### src/rtl/vending_pkg.sv
// rtl/vending_pkg.sv - encodings, coin decode and dispenser state shared by the vending blocks
// Contents: item/change codes, money values, change_to_coins(), disp_state_t.
package vending_pkg;

  typedef enum logic [1:0] {
    ITEM_NONE    = 2'b00,
    ITEM_TWENTY  = 2'b01,
    ITEM_FIFTY   = 2'b10,
    ITEM_ILLEGAL = 2'b11
  } item_t;

  typedef enum logic [1:0] {
    CHG_NONE = 2'b00,
    CHG_10   = 2'b01,
    CHG_30   = 2'b10,
    CHG_40   = 2'b11
  } change_t;

  localparam int unsigned COIN_VALUE   = 10;
  localparam int unsigned PRICE_TWENTY = 20;
  localparam int unsigned PRICE_FIFTY  = 50;

  typedef enum logic [2:0] {
    ST_IDLE     = 3'd0,
    ST_MOTOR    = 3'd1,
    ST_COIN_ON  = 3'd2,
    ST_COIN_OFF = 3'd3,
    ST_DONE     = 3'd4
  } disp_state_t;

  // Change code to number of 10-unit coins to eject.
  function automatic logic [2:0] change_to_coins(input change_t c);
    case (c)
      CHG_10:  change_to_coins = 3'd1;
      CHG_30:  change_to_coins = 3'd3;
      CHG_40:  change_to_coins = 3'd4;
      default: change_to_coins = 3'd0;
    endcase
  endfunction

endpackage

### src/rtl/vend_dispenser.sv
// rtl/vend_dispenser.sv - drives item motors and coin ejector from vend/change codes
// Ports: clk, reset (sync, active-high); item[1:0], change[1:0] single-cycle codes;
//        busy, motor_twenty, motor_fifty, coin_out, done (1-cycle), overrun (sticky).
module vend_dispenser
  import vending_pkg::*;
#(
  parameter int unsigned MOTOR_CYCLES    = 4,
  parameter int unsigned COIN_ON_CYCLES  = 2,
  parameter int unsigned COIN_OFF_CYCLES = 2,
  parameter int unsigned CNT_W           = 8
) (
  input  logic       clk,
  input  logic       reset,
  input  logic [1:0] item,
  input  logic [1:0] change,
  output logic       busy,
  output logic       motor_twenty,
  output logic       motor_fifty,
  output logic       coin_out,
  output logic       done,
  output logic       overrun
);

  localparam logic [CNT_W-1:0] MOTOR_LOAD = CNT_W'(MOTOR_CYCLES - 1);
  localparam logic [CNT_W-1:0] ON_LOAD    = CNT_W'(COIN_ON_CYCLES - 1);
  localparam logic [CNT_W-1:0] OFF_LOAD   = CNT_W'(COIN_OFF_CYCLES - 1);

  disp_state_t      state_q;
  logic [CNT_W-1:0] timer_q;
  logic [2:0]       coins_q;
  logic             pend_valid_q;
  item_t            pend_item_q;
  logic [2:0]       pend_coins_q;
  logic             busy_q, motor_twenty_q, motor_fifty_q, coin_q, done_q, overrun_q;

  item_t      ev_item;
  logic [2:0] ev_coins;
  logic       ev_valid;
  logic       src_pend;
  item_t      st_item;
  logic [2:0] st_coins;
  logic       st_valid;

  // Decode the incoming codes; an illegal item is treated as no item.
  // In DONE a valid pending entry takes priority over the live input.
  always_comb begin
    ev_item  = (item_t'(item) == ITEM_ILLEGAL) ? ITEM_NONE : item_t'(item);
    ev_coins = change_to_coins(change_t'(change));
    ev_valid = (ev_item != ITEM_NONE) || (ev_coins != 3'd0);
    src_pend = (state_q == ST_DONE) && pend_valid_q;
    st_item  = src_pend ? pend_item_q  : ev_item;
    st_coins = src_pend ? pend_coins_q : ev_coins;
    st_valid = src_pend || ev_valid;
  end

  always_ff @(posedge clk) begin
    if (reset) begin
      state_q        <= ST_IDLE;
      timer_q        <= '0;
      coins_q        <= '0;
      pend_valid_q   <= 1'b0;
      pend_item_q    <= ITEM_NONE;
      pend_coins_q   <= '0;
      busy_q         <= 1'b0;
      motor_twenty_q <= 1'b0;
      motor_fifty_q  <= 1'b0;
      coin_q         <= 1'b0;
      done_q         <= 1'b0;
      overrun_q      <= 1'b0;
    end else begin
      case (state_q)
        ST_IDLE, ST_DONE: begin
          done_q <= 1'b0;
          // Pending slot is freed this cycle, so a same-cycle input refills it.
          if (src_pend) begin
            pend_valid_q <= ev_valid;
            pend_item_q  <= ev_item;
            pend_coins_q <= ev_coins;
          end
          if (st_valid) begin
            busy_q  <= 1'b1;
            coins_q <= st_coins;
            if (st_item != ITEM_NONE) begin
              state_q        <= ST_MOTOR;
              motor_twenty_q <= (st_item == ITEM_TWENTY);
              motor_fifty_q  <= (st_item == ITEM_FIFTY);
              timer_q        <= MOTOR_LOAD;
            end else begin
              state_q <= ST_COIN_ON;
              coin_q  <= 1'b1;
              timer_q <= ON_LOAD;
            end
          end else begin
            state_q <= ST_IDLE;
            busy_q  <= 1'b0;
          end
        end
        ST_MOTOR: begin
          if (timer_q == '0) begin
            motor_twenty_q <= 1'b0;
            motor_fifty_q  <= 1'b0;
            if (coins_q != 3'd0) begin
              state_q <= ST_COIN_ON;
              coin_q  <= 1'b1;
              timer_q <= ON_LOAD;
            end else begin
              state_q <= ST_DONE;
              done_q  <= 1'b1;
            end
          end else begin
            timer_q <= timer_q - CNT_W'(1);
          end
        end
        ST_COIN_ON: begin
          if (timer_q == '0) begin
            coin_q  <= 1'b0;
            coins_q <= coins_q - 3'd1;
            // No trailing gap after the last coin.
            if (coins_q > 3'd1) begin
              state_q <= ST_COIN_OFF;
              timer_q <= OFF_LOAD;
            end else begin
              state_q <= ST_DONE;
              done_q  <= 1'b1;
            end
          end else begin
            timer_q <= timer_q - CNT_W'(1);
          end
        end
        ST_COIN_OFF: begin
          if (timer_q == '0) begin
            state_q <= ST_COIN_ON;
            coin_q  <= 1'b1;
            timer_q <= ON_LOAD;
          end else begin
            timer_q <= timer_q - CNT_W'(1);
          end
        end
        default: begin
          state_q <= ST_IDLE;
          busy_q  <= 1'b0;
        end
      endcase

      // Events arriving mid-vend go to the single pending slot or are dropped.
      if ((state_q == ST_MOTOR || state_q == ST_COIN_ON || state_q == ST_COIN_OFF) && ev_valid) begin
        if (!pend_valid_q) begin
          pend_valid_q <= 1'b1;
          pend_item_q  <= ev_item;
          pend_coins_q <= ev_coins;
        end else begin
          overrun_q <= 1'b1;
        end
      end
    end
  end

  assign busy         = busy_q;
  assign motor_twenty = motor_twenty_q;
  assign motor_fifty  = motor_fifty_q;
  assign coin_out     = coin_q;
  assign done         = done_q;
  assign overrun      = overrun_q;

endmodule
### config.mk
export PLATFORM = sky130hd
export DESIGN_NAME = vend_dispenser
export DESIGN_NICKNAME = d
export VERILOG_FILES = /design/src/rtl/vending_pkg.sv /design/src/rtl/vend_dispenser.sv
export SDC_FILE = /design/constraint.sdc
export NUM_CORES = 1
export LEC_CHECK = 0
export ABC_AREA = 1
export CORE_ASPECT_RATIO = 1.25
export CORE_MARGIN = 4
export CORE_UTILIZATION = 42
export CTS_CLUSTER_DIAMETER = 40
export DETAILED_ROUTE_END_ITERATION = 6
export PLACE_DENSITY = 0.56
export SYNTH_ARGS = -nofsm -noshare
export SYNTH_HDL_FRONTEND = slang
export SYNTH_SLANG_ARGS = --single-unit
### constraint.sdc
create_clock -name clk -period 3 [get_ports clk]
set_clock_uncertainty 0.05 [all_clocks]
set_input_delay 0.3 -clock clk [delete_from_list [all_inputs] [get_ports clk]]
set_output_delay 0.3 -clock clk [all_outputs]
set_load 0.05 [all_outputs]
==> run summary <==
The flow ran to the end, and the final reports show no timing, DRC or antenna violations. The power per cell area was 1170 mW/mm2; the maximum number of pins on one net before global-route repair was 15. For the global-route usage over all layers, the log shows 0.154. For the worst setup path, the data required time is 3120 ps. The via-per-instance ratio works out to 5.06. The TritonCTS buffer count was 3. The worst-path cell with the longest stage delay was sky130_fd_sc_hd__clkdlybuf4s50_1. Number of buffers inserted by post-CTS setup repair: 0.

In the final design database the tool counted 261 nets. The most common cell after layout, fill and taps aside is sky130_fd_sc_hd__nand2_1. Across the run, the number of max-cap violations was 0. The count of hold-fix buffers inserted at cts was 0; the final worst-path cycle share was 0.601. The mean cell area of the mapped netlist was 6.92 um2. The tools report the master cell of the clock root buffer as sky130_fd_sc_hd__clkbuf_8. For the number of unique standard cell types used by synthesis, the log shows 27.

The first-pass GRT wire length came out at 6.20 mm. TritonCTS built the clock tree. Port buffering added 11 buffers. The maximum fanout along the worst path came out at 7. Across the VDD grid, the largest voltage drop is 0.000390 V. Summed over all nets, wire length on met2 after detailed routing comes to 1.82 mm. For the count of endpoints failing hold in the final timing report, the log shows 0. OpenSTA, run right after detailed placement, puts the worst setup slack at 923 ps. The final weighted congestion in routability-driven placement was 0.845; the worst slew margin relative to its limit was 0.622. In this run the remaining antenna-violating nets after routing total 0. For the number of nets produced by synthesis, the log shows 248.

The logs give 0.324 for the fraction of the yosys area taken by sequential cells and 12 for the number of top-level pins. Together, buffers and inverters on the worst path number 3. The HPWL after detailed placement came out at 2.63 mm.

The initial DRC count is 66, and the final setup violation count is 0. In the detailed route, the total length drawn on met3 is 69 um. In this run the worst hold path is classified as reg2reg. The tools report the number of synthesis warnings as 0. Once placement finished, the instance area stood at 0.00174 mm2. The critical path goes through clkdlybuf4s50_1 > inv_1 > ha_1 > nand2_1 > nand2_1 > o21ai_4 > inv_1 > o21ai_0 > a21oi_1. The post-synth design cell area came out at 0.00161 mm2. The tools report the initial standard-cell utilization of the core as 0.449. The share of post-route cells with drive strength above 1 is 0.0943.

The critical path in this run is classified as in2reg. Once layout is done, the placed cells without fillers occupy 0.00180 mm2. After detailed routing, no signal wire sits above met4. After detailed routing, the average wire length per cell comes to 12.0 um. The total of cells resized after clock tree synthesis was 0. The post-CTS clock slew at the launch and capture registers of the worst setup and hold paths is 90 ps. The tools report the number of optimization iterations in the first detailed-route pass as 4. The number of rows in the core area is 24, and the core box area is 0.00357 mm2. The worst-skew pair later-pin latency was 270 ps; the number of antenna cells inserted was 0. The overall die area was 0.00488 mm2; the total DRC errors in the routed layout was 0.

From bottom edge to top edge, the die measures 77.1 um. The met1 wire length is 1.48 mm. Setup slack on the critical path of the routed design comes to 1200 ps.

The post-layout minimum cycle time was 1800 ps. Fill cells in the final layout number 368. In the layout the commonest cells are 50 x sky130_fd_sc_hd__nand2_1, 37 x sky130_fd_sc_hd__inv_1, 26 x sky130_fd_sc_hd__dfxtp_1. For this block, the via count after detailed routing is 1431. The total overflow left after global routing is 0. The overall power is 2.11 mW. The worst setup path is launched from an input port. Adding up every negative setup slack in the final design gives 0 ps. Data arrival time at the worst-slack endpoint: 1920 ps. For the pin with the worst max-slew slack, the measured transition is 566 ps. The area growth from synthesis to layout is 11.9%. For the maximum root-to-sink buffer count, the log shows 2. The die is 63.3 um wide. For this run, the top clock speed supported by timing is 0.554 GHz.

The number of levels the H-tree was split into is 1. The cell count after synthesis came out at 232. For the clock sink total, the log shows 26. On the critical path the largest part of the delay comes from buffers and inverters. The tools report the number of antenna violations at the first check in global routing as 0.

The maximum cell stage delay along the critical path is 480 ps. The via count of the first global-routing pass was 1403. The number of pins exceeding their max-slew limit in the final report is 0, and the total length of routed wires is 3.40 mm. Setup repair after global routing left no endpoint under its margin.

The worst setup path is captured at a flip-flop. The register bit total from synthesis is 26, and the post-route core utilization is 0.503. In this run the static leakage power is 0.846 nW.
[layer usage]
| metal | vias to the layer above | track usage |
|---|---|---|
| li1 | 764 | - |
| met1 | 648 | 0.171 |
| met2 | 15 | 0.299 |
| met3 | 4 | 0.0190 |
| met4 | 0 | 0.0432 |
| met5 | - | 0 |
[tightest hold or removal path: stages (launching register included)]
cell and delay [ps]:
sky130_fd_sc_hd__dfxtp_1 320, sky130_fd_sc_hd__inv_1 40, sky130_fd_sc_hd__a21oi_1 50
[synthesized netlist by cell type]
| library cell | n | share of area |
|---|---|---|
| sky130_fd_sc_hd__a211oi_1 | 3 | 0.014 |
| sky130_fd_sc_hd__a21oi_1 | 20 | 0.062 |
| sky130_fd_sc_hd__a31oi_1 | 1 | 0.0039 |
| sky130_fd_sc_hd__and3_1 | 1 | 0.0039 |
| sky130_fd_sc_hd__buf_2 | 1 | 0.0031 |
| sky130_fd_sc_hd__clkbuf_1 | 1 | 0.0023 |
| sky130_fd_sc_hd__clkbuf_8 | 1 | 0.0086 |
| sky130_fd_sc_hd__dfxtp_1 | 26 | 0.32 |
| sky130_fd_sc_hd__ha_1 | 10 | 0.078 |
| sky130_fd_sc_hd__inv_1 | 37 | 0.087 |
| sky130_fd_sc_hd__inv_2 | 1 | 0.0023 |
| sky130_fd_sc_hd__nand2_1 | 50 | 0.12 |
| sky130_fd_sc_hd__nand2_2 | 11 | 0.043 |
| sky130_fd_sc_hd__nand3_1 | 11 | 0.034 |
| sky130_fd_sc_hd__nand3_4 | 1 | 0.011 |
| sky130_fd_sc_hd__nand3b_1 | 1 | 0.0047 |
| sky130_fd_sc_hd__nand4_1 | 7 | 0.027 |
| sky130_fd_sc_hd__nor2_1 | 23 | 0.054 |
| sky130_fd_sc_hd__nor2_2 | 1 | 0.0039 |
| sky130_fd_sc_hd__nor2_8 | 2 | 0.025 |
| sky130_fd_sc_hd__nor3_1 | 1 | 0.0031 |
| sky130_fd_sc_hd__nor3_2 | 1 | 0.0062 |
| sky130_fd_sc_hd__o21a_1 | 1 | 0.0047 |
| sky130_fd_sc_hd__o21ai_0 | 15 | 0.047 |
| sky130_fd_sc_hd__o21ai_4 | 1 | 0.010 |
| sky130_fd_sc_hd__or2_2 | 1 | 0.0039 |
| sky130_fd_sc_hd__xor2_1 | 3 | 0.016 |
[worst paths after layout]
path | cells past startpoint | end | startpoint | slack (ps)
hold / removal | 2 | done$_SDFFE_PP0P_ | done$_SDFFE_PP0P_ | 400
setup reg to reg | 10 | coin_out$_SDFFE_PP0P_ | timer_q[2]$_SDFFE_PP0P_ | 1220
setup / recovery | 9 | pend_coins_q[2]$_SDFF_PP0_ | item[0] | 1200
hold reg to reg | 2 | done$_SDFFE_PP0P_ | done$_SDFFE_PP0P_ | 400
[cell families (layout without fill, tap and decap cells)]
family	count (synthesis)	count (layout)	synth area share
simple gates	111	111	0.337
flops	26	26	0.324
compound gates	41	41	0.142
fa+ha+maj	10	10	0.0779
buf+inv	41	53	0.103
xor+xnor	3	3	0.0164
[stage by stage]
step / cells / hold WS (ps)
2_1_floorplan: 232 / 328
3_3_place_gp: 279 / 386
3_5_place_dp: 279 / 386
4_1_cts: 283 / 399
5_1_grt: 283 / 414
6_report: 283 / 397
[layout make-up]
cell class,instances,area [um2],share of cell area
clock buffer,4,55.1,0.0306
sequential,26,520,0.290
multi-input combinational,165,920,0.512
inverter,38,143,0.0794
timing repair buffer,11,110,0.0613
tap,39,48.8,0.0272
[sequential cells by signal, summed over array words and instances, names as in the netlist, 2 cells and up]
| signal | flops |
|---|---|
| pend_item_q | 2 |
| pend_coins_q | 3 |
| coins_q | 3 |
| state_q | 3 |
| timer_q | 8 |
[where the power goes]
part / switching, mW / total [mW] / leakage, nW / internal, mW
sequential: 0.135 / 0.632 / 0.214 / 0.496
clock: 0.112 / 0.230 / 0.0288 / 0.117
combinational: 0.828 / 1.25 / 0.603 / 0.419
total: 1.08 / 2.11 / 0.846 / 1.03
Power figures use the tool's default switching activity.
